===== config.mk =====
export PLATFORM = sky130hd
export DESIGN_NAME = te_tdc_capture
export DESIGN_NICKNAME = d
export VERILOG_FILES = /design/src/rtl/te_tdc_capture.sv
export SDC_FILE = /design/constraint.sdc
export NUM_CORES = 1
export LEC_CHECK = 0
export BUFFER_PORTS_ARGS = -buffer_cell sky130_fd_sc_hd__buf_2
export CAP_MARGIN = 20
export CORE_MARGIN = 3
export CORE_UTILIZATION = 40
export DETAILED_ROUTE_END_ITERATION = 7
export REMOVE_ABC_BUFFERS = 1
export SKIP_LAST_GASP = 1
export SYNTH_ARGS = -nofsm -noshare
export SYNTH_HDL_FRONTEND = slang
export SYNTH_SLANG_ARGS = --single-unit

===== constraint.sdc =====
create_clock -name clk -period 3.35 [get_ports clk]
set_clock_uncertainty 0.2 [all_clocks]
set_input_delay 0.335 -clock clk [delete_from_list [all_inputs] [get_ports clk]]
set_output_delay 0.335 -clock clk [all_outputs]
set_load 0.01 [all_outputs]

===== src/rtl/te_tdc_capture.sv =====
// ---------------------------------------------------------------------------
// te_tdc_capture
//   Single-shot, counter-based time-to-digital capture stage. It measures, in
//   clk cycles, the interval between a reference start edge and the delayed
//   edge returned by the delay chain. The result is handed to the back-end
//   through a valid/ready handshake.
//
// Ports
//   clk         sampling clock
//   rst         asynchronous reset, active-high
//   arm_i       one-cycle request to start a new measurement (IDLE only)
//   tstart_i    asynchronous reference edge (same edge that launches the chain)
//   tstop_i     asynchronous delayed edge from the delay-chain output
//   armed_o     waiting for the start edge
//   busy_o      armed or counting
//   result_o    measured interval in clk cycles (saturates at MAX)
//   overflow_o  stop edge not seen within MAX cycles
//   valid_o     result available
//   ready_i     consumer accepts the result
// ---------------------------------------------------------------------------
module te_tdc_capture #(
  parameter int COUNT_BITS  = 8,
  parameter int SYNC_STAGES = 2
) (
  input  logic                  clk,
  input  logic                  rst,
  input  logic                  arm_i,
  input  logic                  tstart_i,
  input  logic                  tstop_i,
  output logic                  armed_o,
  output logic                  busy_o,
  output logic [COUNT_BITS-1:0] result_o,
  output logic                  overflow_o,
  output logic                  valid_o,
  input  logic                  ready_i
);

  localparam logic [COUNT_BITS-1:0] MaxCount = '1;

  typedef enum logic [1:0] {
    IDLE,
    ARMED,
    COUNTING,
    DONE
  } state_t;

  state_t                  state_q, state_d;
  logic [SYNC_STAGES-1:0]  startSync_q, stopSync_q;
  logic                    startPrev_q, stopPrev_q;
  logic                    startEdge, stopEdge;
  logic [COUNT_BITS-1:0]   cnt_q, cnt_d;
  logic [COUNT_BITS-1:0]   result_q, result_d;
  logic                    overflow_q, overflow_d;

  // Synchronizers and edge history. Both paths share the same depth so the
  // synchronizer latency cancels out of the start/stop difference. The
  // history flops run in every state, so a level left high from an earlier
  // run can never look like a fresh edge later on.
  always_ff @(posedge clk or posedge rst) begin
    if (rst) begin
      startSync_q <= '0;
      stopSync_q  <= '0;
      startPrev_q <= 1'b0;
      stopPrev_q  <= 1'b0;
    end else begin
      startSync_q <= {startSync_q[SYNC_STAGES-2:0], tstart_i};
      stopSync_q  <= {stopSync_q[SYNC_STAGES-2:0], tstop_i};
      startPrev_q <= startSync_q[SYNC_STAGES-1];
      stopPrev_q  <= stopSync_q[SYNC_STAGES-1];
    end
  end

  assign startEdge = startSync_q[SYNC_STAGES-1] & ~startPrev_q;
  assign stopEdge  = stopSync_q[SYNC_STAGES-1] & ~stopPrev_q;

  // State and measurement registers.
  always_ff @(posedge clk or posedge rst) begin
    if (rst) begin
      state_q    <= IDLE;
      cnt_q      <= '0;
      result_q   <= '0;
      overflow_q <= 1'b0;
    end else begin
      state_q    <= state_d;
      cnt_q      <= cnt_d;
      result_q   <= result_d;
      overflow_q <= overflow_d;
    end
  end

  // Next-state and datapath update.
  // In COUNTING, cnt_q holds k-1 where k is the number of cycles since the
  // start-edge detection, so a stop edge reports cnt_q+1. Once cnt_q reaches
  // MAX the current cycle is k = MAX+1: the measurement saturates there
  // (even if a stop edge coincides) and the counter never wraps.
  always_comb begin
    state_d    = state_q;
    cnt_d      = cnt_q;
    result_d   = result_q;
    overflow_d = overflow_q;
    case (state_q)
      IDLE: begin
        if (arm_i) begin
          state_d = ARMED;
        end
      end
      ARMED: begin
        if (startEdge && stopEdge) begin
          result_d   = '0;
          overflow_d = 1'b0;
          state_d    = DONE;
        end else if (startEdge) begin
          cnt_d   = '0;
          state_d = COUNTING;
        end
      end
      COUNTING: begin
        if (cnt_q == MaxCount) begin
          result_d   = MaxCount;
          overflow_d = 1'b1;
          state_d    = DONE;
        end else if (stopEdge) begin
          result_d   = cnt_q + 1'b1;
          overflow_d = 1'b0;
          state_d    = DONE;
        end else begin
          cnt_d = cnt_q + 1'b1;
        end
      end
      DONE: begin
        if (ready_i) begin
          state_d = IDLE;
        end
      end
      default: begin
        state_d = IDLE;
      end
    endcase
  end

  // Status outputs decoded from the current state.
  always_comb begin
    armed_o = 1'b0;
    busy_o  = 1'b0;
    valid_o = 1'b0;
    case (state_q)
      ARMED: begin
        armed_o = 1'b1;
        busy_o  = 1'b1;
      end
      COUNTING: begin
        busy_o = 1'b1;
      end
      DONE: begin
        valid_o = 1'b1;
      end
      default: begin
        armed_o = 1'b0;
      end
    endcase
  end

  assign result_o   = result_q;
  assign overflow_o = overflow_q;

endmodule


Word-level counts from Yosys, hierarchy flattened

Cells that the tools add are included.

Flip-flop bits (word level): 25
Input bits: 6
Output and inout port bits: 12

Equal/unequal tests: 13
Multiplexer cells: 23
Reductions and logical operators: 7
Bitwise operators: 4
Add/sub/neg operators: 1

Operators with widths:

| operator            | number |
|---|---|
| $mux 8              | 7 |
| $pmux 8 s2          | 2 |
| $ne 2x2->1 const B  | 7 |
| $mux 2              | 6 |
| $add 8x1->8 const B | 1 |
| $eq 8x8->1 const B  | 1 |
| $pmux 2 s4          | 1 |
| $mux 1              | 6 |
| $ne 3x3->1 const B  | 2 |
| $reduce_and 5->1    | 1 |
| $eq 2x2->1 const B  | 2 |
| $reduce_and 4->1    | 1 |
| $reduce_and 3->1    | 1 |
| $and 1x1->1         | 2 |
| $eq 2x1->1 const B  | 1 |
| $logic_not 2->1     | 1 |
| $not 1->1           | 2 |
| $pmux 1 s2          | 1 |
| $reduce_bool 2->1   | 1 |
| $reduce_or 2->1     | 1 |
| $logic_and 1x1->1   | 1 |

Logic depth before layout (Yosys ltp)

Depth in word-level cells: 5
Depth in mapped cells: 7
Mapped depth without buffers: 6

Least setup slack after synthesis

No wires, ideal clock.

Kind: reg-to-reg
Start: reg state_q[1]
End: reg cnt_q[1]
Data required time: 3025 ps
Setup slack: 1260 ps
Setup time: 125 ps
Clock period less this slack: 2090 ps
Data arrival time: 1765 ps
Cell stages (with the launch flop): 8
Path buffers: 1
Path through: dfrtp_1 -> inv_1 -> ha_1 -> nand2b_1 -> a32oi_4 -> and2_4 -> buf_6 -> mux2_4

Longest elaborated chain between the ends: 3
Elaborated cells on any way between the ends: 9
Those cells by class: 6 x eq/ne; 1 x mux; 2 x reduce/logical

RTL lines:

| element                                                          | RTL line | text |
|---|---|---|
| start, declared                                                  | 47       | `state_t state_q, state_d;` |
| start signal, assigned                                           | 84       | `state_q <= state_d;` |
| $eq 2x2->1 or $eq 2x1->1 (tied branches)                         | 101      | `case (state_q)` |
| $ne 2x2->1 (no source line) or $reduce_bool 2->1 (tied branches) | -        |  |
| $reduce_and 5->1 (no source line)                                | -        |  |
| end signal, assigned                                             | 85       | `cnt_q <= cnt_d;` |
| end, declared                                                    | 51       | `logic [COUNT_BITS-1:0] cnt_q, cnt_d;` |

Parallel ways exist; a longest one is shown, timed or not.
A chain may end at the register's enable or synchronous reset.

Final worst setup path

Start: reg state_q[0]
End: reg cnt_q[4]

Same word-level chain as after synthesis.

==> results.md <==
* Outcome: finished clean
* Critical path fanouts, max at 21
* CTS tree: done
* Core area at 0.00308 mm^2
* Die area at ~0.0040 mm^2
* Seq/Total Area, Yosys at 48.3%
* First-pass GRT wire length at 4430 um
* Ys flop type: dfrtp_1
* Final worst slack at between 0.6 and 0.7 ns
* Clk buf depth at 2
* Area leader, netlist: dfrtp_1
* CP required at 3.38 ns
* CP Class: flip-flop to flip-flop
* Largest stage delay on the critical path at 0.62 ns
* Finish-stage setup viols at 0
* Share of post-route cells with drive strength above 1 at 21.9%
* Slew Limit Fails at 0
* Vias/cell at 5.36
* Pre-CTS WS at 0.718 ns
* I/O Pins at 18
* Period utilisation layout at 79.6%
* Vias in the first global route at 971
* Vias at 970
* Average cell area after synthesis at between 10 and 15 um^2
* Fraction of registers with async set/reset at 100%
* Worst skew pair latency at 0.33 ns
* Hold Violations, Final at 0
* Setup crit end kind: flip-flop
* Relative slew slack at 52.7%
* Tmin final at 2.67 ns
* P_leak at 0.647 nW
* Commonest cells in the synthesized netlist: dfrtp_1 (25), inv_1 (7), nand2b_1 (7), nand3_1 (7), o21ai_0 (6)
* H-tree Lvls at 1
* Starting DRT DRC Count at 37
* DIE WIDTH at around 63 um
* Worst reg-to-reg setup slack at 0.68 ns
* Initial cell density of the core at between 40 and 50%
* Post-synthesis cell count at 116
* Total power at 1.06 mW
* Synth top area cells: dfrtp_1 (48%), ha_1 (4.8%), mux2_4 (3.5%)
* CP Launch Type: flip-flop
* DPL Wire Length at 1770 um
* Routed WL per cell at 13.8 um
* Yosys reg bits at 25
* RSZ-0062 raised after global routing: no
* GPL Wtd Cong at 0.851
* Register area at between 600 and 700 um^2
* Worst EP arrival at 2.70 ns
* Cts repair resizes at 0
* Fin nets at 149
* Initial antenna violation count at 0
* Worst Tran Pin Value at 0.709 ns
* Clk sinks at 25
* Pwr dens at 713 mW/mm^2
* Clk slew on worst S/H paths at 0.14 ns
* Total routed wirelength at 2500 um
* # DRC at 0
* Pin count of the biggest net entering global routing at 26
* CTS Root Cell: clkbuf_4
* Total global routing overflow at 0
* Area share of the largest cell type after synthesis at 48.3%
* Num CTS Buffers at 3
* Hold Crit Class: flip-flop to flip-flop
* Multi-input logic area at roughly 620 um^2
* EDFF count, synth at 0
* Peak VDD IR at 0.282 mV
* Synthesis-to-finish area growth at 14.9%
* Row count at 20
* DR pass1 iterations at 4
* Die height at 62.9 um
* IO buf count at 17
* Number of antenna cells inserted at 0
* Mapped cell area at 0.00129 mm^2
* Crit-path cells: inv_1 -> ha_1 -> nand2b_1 -> a32oi_4 -> and2_4 -> mux2_4
* Total GRT Usage at roughly 14%
* Fmax at 375 MHz
* Worst hold slack at 0.167 ns
* CP max stage cell: ha_1
* DRT antenna net count at 0
* Max Cap Violations at 0
* Setup TNS Final at 0 ns
* Syn. warnings at 0
* Count leader, synth: dfrtp_1
* Fillers at roughly 280
* Distinct cells, synth at 37
## stage by stage
step	cell area, um^2	cells	util (%)
after floorplan	1270	112	-
after global placement	1410	173	45.9
after detailed placement	1410	173	45.9
after CTS	1460	179	47.5
after global routing	1490	181	48.3
final	1490	181	48.3
## report_power, final
group / switching [mW] / internal (mW)
logic: 0.254 / 0.230
clock network: 0.0952 / 0.0457
registers: 0.0564 / 0.379
total: 0.406 / 0.656
## final cells by class
| type | count | area share (%) |
|---|---|---|
| Tap cell | 44 | 3.70 |
| Clock inverter | 1 | 0.505 |
| Sequential cell | 25 | 42.1 |
| Timing Repair Buffer | 21 | 8.75 |
| Multi-Input combinational cell | 80 | 41.7 |
| Inverter | 7 | 1.77 |
| Clock buffer | 3 | 1.51 |
## worst max-delay path, delay by kind of cell (launching register included)
kind	cells	cell delay [ns]
multiplexers	1	0.31
AO/OA/AOI/OAI	1	0.34
adder cells (fa/ha/maj)	1	0.62
flip-flops	1	0.45
buffers and inverters	1	0.11
AND/OR/NAND/NOR	2	0.54
## repair_timing
action                     in CTS  in global routing
hold buffers                    2                  1
setup endpoints to repair       0                  0
hold endpoints to repair        2                 10
setup buffers                   0                  0
## cells in the final DEF (no fill, tap or decap), types with 2 or more instances in the layout
cell type,instances
clkbuf_4,3
nand2b_1,7
nand4_1,2
o22a_1,3
nand2_1,4
nor2b_1,2
o21ai_0,6
buf_2,17
ha_1,5
a32o_1,4
inv_1,7
dlygate4sd3_1,3
mux2i_1,3
mux2_4,3
nor2_1,3
nand3_1,7
a2bb2oi_1,5
dfrtp_1,25
a21oi_1,3
nor3_1,2
and2_1,4
## final timing paths
path,end,start,depth (start not counted)
worst max-delay path,cnt_q[4]$_DFFE_PP0P_,state_q[0]$_DFFE_PP0P_,6
worst min-delay path,startSync_q[1]$_DFF_PP0_,startSync_q[0]$_DFF_PP0_,0
worst max register to register,cnt_q[4]$_DFFE_PP0P_,state_q[0]$_DFFE_PP0P_,6
worst min register to register,startSync_q[1]$_DFF_PP0_,startSync_q[0]$_DFF_PP0_,0
max in group asynchronous,cnt_q[2]$_DFFE_PP0P_,rst,4
min in group asynchronous,stopPrev_q$_DFF_PP0_,rst,3
## state kept, by name, summed over array words and instances (netlist names)
| register | cells |
|---|---|
| overflow_o | 1 |
| result_o | 8 |
| state_q | 2 |
| startPrev_q | 1 |
| startSync_q | 2 |
| stopPrev_q | 1 |
| cnt_q | 8 |
| stopSync_q | 2 |
## cells by family after synthesis
| logic type | after synthesis | share of synthesized area [%] |
|---|---|---|
| DFF | 25 | 48.3 |
| muxes | 7 | 6.67 |
| AOI/OAI and AO/OA | 29 | 18.6 |
| adders and majority gates | 5 | 4.83 |
| xor gates and xnor gates | 1 | 0.676 |
| buffers and inverters | 11 | 3.77 |
| and+or+nand+nor | 38 | 17.1 |
## layer usage
layer / part of all wire (%) / global-route usage (%) / up-vias
li1: - / - / 473
met1: 49 / 19.1 / 462
met2: 44 / 20.8 / 31
met3: 5.6 / 3.96 / 4
met4: 1.1 / 4.68 / 0
met5: 0 / 0 / -
No activity file was read; power rests on OpenSTA's default activity.
